<file path="config.mk">
export PLATFORM = sky130hd
export DESIGN_NAME = match_ctrl_flat
export DESIGN_NICKNAME = d
export VERILOG_FILES = /design/src/rtl/match_ctrl_pkg.sv /design/src/rtl/match_ctrl_if.sv /design/src/rtl/match_ctrl_score_glyph_rom.sv /design/src/rtl/match_ctrl.sv /design/src/flat_wrapper.sv
export SDC_FILE = /design/constraint.sdc
export NUM_CORES = 1
export LEC_CHECK = 0
export ABC_CLOCK_PERIOD_IN_PS = 2250
export CORE_MARGIN = 3
export CORE_UTILIZATION = 43
export CTS_CLUSTER_DIAMETER = 50
export DETAILED_ROUTE_END_ITERATION = 8
export PLACE_DENSITY_LB_ADDON = 0.1
export SYNTH_ARGS = -nofsm -noshare
export SYNTH_HDL_FRONTEND = slang
export SYNTH_SLANG_ARGS = --single-unit
</file>
<file path="constraint.sdc">
create_clock -name clk_i -period 2.25 [get_ports clk_i]
set_clock_uncertainty 0.15 [all_clocks]
set_input_delay 0.45 -clock clk_i [delete_from_list [all_inputs] [get_ports clk_i]]
set_output_delay 0.45 -clock clk_i [all_outputs]
set_load 0.01 [all_outputs]
</file>
<file path="src/rtl/match_ctrl_pkg.sv">
// rtl/match_ctrl_pkg.sv - shared types and constants for the pong match sequencer and score renderer
package match_ctrl_pkg;

    // Pre-existing two-state control type, still used elsewhere in the pipeline
    typedef enum logic {ST_IDLE, ST_RUN} state_e;

    typedef enum logic [1:0] {
        GS_WAIT_START = 2'd0,
        GS_SERVE      = 2'd1,
        GS_PLAY       = 2'd2,
        GS_GAME_OVER  = 2'd3
    } game_state_e;

    localparam int MAX_SCORE    = 5;
    localparam int SERVE_FRAMES = 60;
    localparam int M_SCORE_W    = 4;

    // 3x5 glyph font, row 0 at the top, column 0 at the left
    localparam int SCORE_W = 3;
    localparam int SCORE_H = 5;
    localparam int POS_W   = 10;

    typedef logic [0:SCORE_H-1][0:SCORE_W-1] glyph_t;

    typedef struct packed {
        logic [POS_W-1:0] x_pos;
        logic [POS_W-1:0] y_pos;
        glyph_t           score_val;
    } score_t;

    localparam logic [POS_W-1:0] P_SCORE_X = 10'd280;
    localparam logic [POS_W-1:0] P_SCORE_Y = 10'd16;
    localparam logic [POS_W-1:0] E_SCORE_X = 10'd344;
    localparam logic [POS_W-1:0] E_SCORE_Y = 10'd16;

    localparam glyph_t score0 = 15'b111_101_101_101_111;
    localparam glyph_t score1 = 15'b010_110_010_010_111;
    localparam glyph_t score2 = 15'b111_001_111_100_111;
    localparam glyph_t score3 = 15'b111_001_111_001_111;
    localparam glyph_t score4 = 15'b101_101_111_001_001;
    localparam glyph_t score5 = 15'b111_100_111_001_111;
    localparam glyph_t score6 = 15'b111_100_111_101_111;
    localparam glyph_t score7 = 15'b111_001_001_001_001;
    localparam glyph_t score8 = 15'b111_101_111_101_111;
    localparam glyph_t score9 = 15'b111_101_111_001_111;

endpackage

</file>
<file path="src/rtl/match_ctrl_if.sv">
// rtl/match_ctrl_if.sv - control and score signals between the match sequencer and its surroundings
interface match_ctrl_if;
    import match_ctrl_pkg::*;

    logic        start_i;
    logic        frame_tick_i;
    logic        p_goal_i;
    logic        e_goal_i;
    logic        ball_rst_o;
    logic        ball_hold_o;
    game_state_e state_o;
    logic        game_over_o;
    logic        p_wins_o;
    score_t      p_score_o;
    score_t      e_score_o;

    modport master (
        output start_i, frame_tick_i, p_goal_i, e_goal_i,
        input  ball_rst_o, ball_hold_o, state_o, game_over_o, p_wins_o, p_score_o, e_score_o
    );

    modport slave (
        input  start_i, frame_tick_i, p_goal_i, e_goal_i,
        output ball_rst_o, ball_hold_o, state_o, game_over_o, p_wins_o, p_score_o, e_score_o
    );

endinterface

</file>
<file path="src/rtl/match_ctrl_score_glyph_rom.sv">
// rtl/match_ctrl_score_glyph_rom.sv - decimal digit to 3x5 glyph lookup
module score_glyph_rom
    import match_ctrl_pkg::*;
(
    input  logic [M_SCORE_W-1:0] digit,
    output glyph_t               glyph
);

    // Digit select; codes above 9 render blank
    always_comb begin
        glyph = '0;
        case (digit)
            4'd0: glyph = score0;
            4'd1: glyph = score1;
            4'd2: glyph = score2;
            4'd3: glyph = score3;
            4'd4: glyph = score4;
            4'd5: glyph = score5;
            4'd6: glyph = score6;
            4'd7: glyph = score7;
            4'd8: glyph = score8;
            4'd9: glyph = score9;
            default: glyph = '0;
        endcase
    end

endmodule

</file>
<file path="src/rtl/match_ctrl.sv">
// rtl/match_ctrl.sv - pong match sequencer: point counters, serve delay and score records
module match_ctrl
    import match_ctrl_pkg::*;
#(
    parameter int MAX_SCORE_P  = MAX_SCORE,
    parameter int SERVE_FRAMES_P = SERVE_FRAMES,
    parameter int SERVE_CNT_W  = $clog2(SERVE_FRAMES_P + 1)
) (
    input  logic         clk_i,
    input  logic         rst_ni,
    match_ctrl_if.slave  mif
);

    localparam logic [M_SCORE_W-1:0]   MAX_CNT    = M_SCORE_W'(MAX_SCORE_P);
    localparam logic [SERVE_CNT_W-1:0] SERVE_LAST = SERVE_CNT_W'(SERVE_FRAMES_P - 1);

    game_state_e            state_q, state_d;
    logic [M_SCORE_W-1:0]   p_cnt_q, p_cnt_d, e_cnt_q, e_cnt_d;
    logic [SERVE_CNT_W-1:0] serve_cnt_q, serve_cnt_d;
    logic                   p_wins_q, p_wins_d;
    logic                   ball_rst_q, ball_rst_d;
    logic                   start_q;
    logic                   start_pe;
    logic [M_SCORE_W-1:0]   p_inc, e_inc;
    glyph_t                 p_glyph, e_glyph;

    assign start_pe = mif.start_i & ~start_q;
    assign p_inc    = p_cnt_q + 1'b1;
    assign e_inc    = e_cnt_q + 1'b1;

    // All match state; start_q resets high so a button held through reset is not an edge
    always_ff @(posedge clk_i or negedge rst_ni) begin
        if (!rst_ni) begin
            state_q     <= GS_WAIT_START;
            p_cnt_q     <= '0;
            e_cnt_q     <= '0;
            serve_cnt_q <= '0;
            p_wins_q    <= 1'b0;
            ball_rst_q  <= 1'b0;
            start_q     <= 1'b1;
        end else begin
            state_q     <= state_d;
            p_cnt_q     <= p_cnt_d;
            e_cnt_q     <= e_cnt_d;
            serve_cnt_q <= serve_cnt_d;
            p_wins_q    <= p_wins_d;
            ball_rst_q  <= ball_rst_d;
            start_q     <= mif.start_i;
        end
    end

    // Next state, counters and the ball re-centre request
    always_comb begin
        state_d     = state_q;
        p_cnt_d     = p_cnt_q;
        e_cnt_d     = e_cnt_q;
        serve_cnt_d = serve_cnt_q;
        p_wins_d    = p_wins_q;
        ball_rst_d  = 1'b0;
        case (state_q)
            GS_WAIT_START, GS_GAME_OVER: begin
                if (start_pe) begin
                    p_cnt_d    = '0;
                    e_cnt_d    = '0;
                    p_wins_d   = 1'b0;
                    state_d    = GS_SERVE;
                    ball_rst_d = 1'b1;
                end
            end
            GS_SERVE: begin
                if (mif.frame_tick_i) begin
                    if (serve_cnt_q == SERVE_LAST) begin
                        serve_cnt_d = '0;
                        state_d     = GS_PLAY;
                    end else begin
                        serve_cnt_d = serve_cnt_q + 1'b1;
                    end
                end
            end
            GS_PLAY: begin
                // Simultaneous goals replay the point without scoring
                if (mif.p_goal_i && mif.e_goal_i) begin
                    state_d    = GS_SERVE;
                    ball_rst_d = 1'b1;
                end else if (mif.p_goal_i) begin
                    p_cnt_d = p_inc;
                    if (p_inc == MAX_CNT) begin
                        state_d  = GS_GAME_OVER;
                        p_wins_d = 1'b1;
                    end else begin
                        state_d    = GS_SERVE;
                        ball_rst_d = 1'b1;
                    end
                end else if (mif.e_goal_i) begin
                    e_cnt_d = e_inc;
                    if (e_inc == MAX_CNT) begin
                        state_d  = GS_GAME_OVER;
                        p_wins_d = 1'b0;
                    end else begin
                        state_d    = GS_SERVE;
                        ball_rst_d = 1'b1;
                    end
                end
            end
            default: state_d = GS_WAIT_START;
        endcase
    end

    score_glyph_rom u_p_glyph (.digit(p_cnt_q), .glyph(p_glyph));
    score_glyph_rom u_e_glyph (.digit(e_cnt_q), .glyph(e_glyph));

    // State-decoded outputs and the score records for the renderer
    always_comb begin
        mif.ball_hold_o = (state_q != GS_PLAY);
        mif.game_over_o = (state_q == GS_GAME_OVER);
        mif.state_o     = state_q;
        mif.ball_rst_o  = ball_rst_q;
        mif.p_wins_o    = p_wins_q;
        mif.p_score_o   = '{x_pos: P_SCORE_X, y_pos: P_SCORE_Y, score_val: p_glyph};
        mif.e_score_o   = '{x_pos: E_SCORE_X, y_pos: E_SCORE_Y, score_val: e_glyph};
    end

endmodule
</file>
<file path="src/flat_wrapper.sv">
// flat-port wrapper written by rule: the top's interface ports become plain ports
module match_ctrl_flat import match_ctrl_pkg::*;
#(
    parameter int MAX_SCORE_P  = MAX_SCORE,
    parameter int SERVE_FRAMES_P = SERVE_FRAMES,
    parameter int SERVE_CNT_W  = $clog2(SERVE_FRAMES_P + 1)
)
  (clk_i, rst_ni, mif_start_i, mif_frame_tick_i, mif_p_goal_i, mif_e_goal_i, mif_ball_rst_o, mif_ball_hold_o, mif_state_o, mif_game_over_o, mif_p_wins_o, mif_p_score_o, mif_e_score_o);
  match_ctrl_if mif_i ();
  input  logic clk_i;
  input  logic rst_ni;
  input wire logic [$bits(mif_i.start_i)-1:0] mif_start_i;
  input wire logic [$bits(mif_i.frame_tick_i)-1:0] mif_frame_tick_i;
  input wire logic [$bits(mif_i.p_goal_i)-1:0] mif_p_goal_i;
  input wire logic [$bits(mif_i.e_goal_i)-1:0] mif_e_goal_i;
  output wire logic [$bits(mif_i.ball_rst_o)-1:0] mif_ball_rst_o;
  output wire logic [$bits(mif_i.ball_hold_o)-1:0] mif_ball_hold_o;
  output wire logic [$bits(mif_i.state_o)-1:0] mif_state_o;
  output wire logic [$bits(mif_i.game_over_o)-1:0] mif_game_over_o;
  output wire logic [$bits(mif_i.p_wins_o)-1:0] mif_p_wins_o;
  output wire logic [$bits(mif_i.p_score_o)-1:0] mif_p_score_o;
  output wire logic [$bits(mif_i.e_score_o)-1:0] mif_e_score_o;
  assign mif_i.start_i = mif_start_i;
  assign mif_i.frame_tick_i = mif_frame_tick_i;
  assign mif_i.p_goal_i = mif_p_goal_i;
  assign mif_i.e_goal_i = mif_e_goal_i;
  assign mif_ball_rst_o = mif_i.ball_rst_o;
  assign mif_ball_hold_o = mif_i.ball_hold_o;
  assign mif_state_o = mif_i.state_o;
  assign mif_game_over_o = mif_i.game_over_o;
  assign mif_p_wins_o = mif_i.p_wins_o;
  assign mif_p_score_o = mif_i.p_score_o;
  assign mif_e_score_o = mif_i.e_score_o;
  match_ctrl #(.MAX_SCORE_P(MAX_SCORE_P), .SERVE_FRAMES_P(SERVE_FRAMES_P), .SERVE_CNT_W(SERVE_CNT_W)) u_core (.clk_i(clk_i), .rst_ni(rst_ni), .mif(mif_i));
endmodule
</file>
==> metrics.cfg <==
[outcome]
status = finished clean

[worst_setup_path]
setup.worst_path.start = u_core.mif.state_o[1]
cp_max_fo = 6
cp_cell_sequence = ha_1 -> inv_2 -> clkdlybuf4s50_1
crit_path_start_kind = flop
slowest_stage = clkdlybuf4s50_1
slowest_delay_ps = 550
end_kind = output port
crit_type = reg2out
r2r-start = u_core.e_cnt_q[0]
cp_data_required_time_ps = 1650
arrival_ps = 1610

[job]
drv_cap = 0

[placement]
pre_cts_slack_ps = -6.41
io_buffers = 41
dp.cells = 321
placed_area_mm2 = 0.00228
dpl.hpwl_um = 2900
place.gp.congestion = 0.750

[timing]
setup_viol_count_final = 0
max_freq_mhz = 453
whs_ps = 364
finalWorstSetupSlack_ps = 41.3
post-route-period-util_pct = 98.2
hold_viol = 0
drv_slew = 0
fin_crit_ps = 2210
setup_tns_ps = 0

[power_and_ir_drop]
p_leak_nw = 1.07
finalPower_mw = 1.17
power_density_mw_per_mm2 = 500
ir_drop_mv = 0.489

[synth]
ys_top_cells_by_area = dfrtp_1 (24%), buf_4 (19%), ha_1 (11%)
synth_edf_count = 0
yosysWarningCount = 0
syn_area_per_cell_um2 = 8.49
synthFlopType = dfrtp_1
syn_area_mm2 = 0.00187
synth_seq_cells = 19
ys_types = 46
yosys.area.top_type = dfrtp_1
async_flop_share_pct = 100
netlist_instances = 220
yosysSeqAreaShare_pct = 25.5
synth_top_area_share_pct = 24.1

[clocking]
cts_tree = done
cts_max_level = 1
clockRootBuffer = clkbuf_8
postCtsHoldBufs = 0
clk-insertion-delay-late_ps = 250
cts_buffers = 3
clk_pin_slew_worst_paths_ps = 70
cts.sinks = 19
clk_path_buf_depth = 2

[cells_and_area]
final_common_cell = conb_1
final_nets = 302
drive_gt1_share_pct = 20.9
fin_util_pct = 57.3
diodes = 0
stdcell_area_mm2 = 0.00234
final_cell_mix = conb_1 (40), buf_4 (28), dlygate4sd2_1 (23)
area_delta_synth_final_pct = 25.3
final_cells = 328

[global_route]
antenna_found_initial = 0
grtUsageTotal_pct = 13.8
grt_pass1_wl_um = 5800
grt_max_degree = 20
grt_pass1_vias = 1329
grt-ovfl-total = 0

[floorplanning]
ios = 82
fp.dieW_um = 71.9
die_area_mm2 = 0.00517
core-area_mm2 = 0.00409
initial_core_util_pct = 45.7
die_y_um = 71.9
num_rows = 23

[route]
num_vias = 1499
wirelength_um = 3690
first_pass_iters = 4
viasPerCell = 4.57
wl_per_cell_um = 11.2
postRouteAntennaNets = 0
drc_errors = 0
drt-initial-drc-count = 55

[min_path]
worstHoldStart = u_core.mif.p_wins_o
hold_path.class = reg2reg

[final cells by class]
cell class / instances / area [µm²]
Tap cell: 50 / 62.6
Multi-Input combinational cell: 170 / 1120
Timing Repair Buffer: 69 / 573
Inverter: 16 / 60.1
Clock inverter: 1 / 7.51
Sequential cell: 19 / 478
Fill cell: 397 / 1750
Clock buffer: 3 / 41.3
[per-layer routing]
layer  GRT usage, %  wire [µm]  vias up
met2           22.0       1680       61
met3           1.11        252        2
met1           19.5       1720      672
li1               -          -      764
met5              0          0        -
met4           5.01         27        0
[kinds of logic (layout without fill, tap and decap cells)]
logic type | after synthesis | count (layout) | synth area share [%]
compound gates | 44 | 44 | 16.7
xor+xnor | 8 | 8 | 3.75
fa+ha+maj | 18 | 18 | 12.0
buf+inv | 69 | 89 | 24.3
flops | 19 | 19 | 25.5
mux | 1 | 1 | 0.603
other cells | 2 | 40 | 0.402
simple gates | 59 | 59 | 16.7
[worst max-delay path, delay by kind of cell, from the launching register on]
kind	cells	cell delay, ps
adder cells (fa/ha/maj)	1	240
buffers and inverters	2	670
flip-flops	1	450
[synthesized netlist by cell type, drive strengths merged (4+ instances only)]
cell    instances
xor2            6
nor2           20
a21oi           7
o21ai          17
dfrtp          18
inv            16
nand2b          9
clkbuf          4
nand2          12
ha             17
buf            48
nand3           4
[worst paths after layout]
path | end | slack, ps | depth (start not counted)
max | mif_ball_hold_o | 40 | 3
min | u_core.mif.p_wins_o | 360 | 1
max reg2reg | u_core.mif.ball_rst_o | 90 | 9
min reg2reg | u_core.mif.p_wins_o | 360 | 1
max in group asynchronous | u_core.start_q | 1300 | 2
min in group asynchronous | u_core.mif.state_o[1] | 390 | 2
[flip-flops by register name, summed over array words and instances, names as in the netlist]
name,count
u_core.start_q,1
u_core.p_cnt_q,4
u_core.mif.ball_rst_o,1
u_core.serve_cnt_q,6
u_core.mif.p_wins_o,1
u_core.e_cnt_q,4
u_core.mif.state_o,2
[what timing repair did]
action                                  in CTS  in global routing
setup buffers                                0                  3
resized for setup                           29                 22
pin swaps                                    0                  3
endpoints found under the setup margin      29                 15
endpoints found under the hold margin        0                  0
[power by group]
group	internal, mW	switching, mW
registers	0.411	0.0644
logic	0.204	0.257
clock network	0.125	0.110
total	0.740	0.431
(Power assumes the default switching activity.)
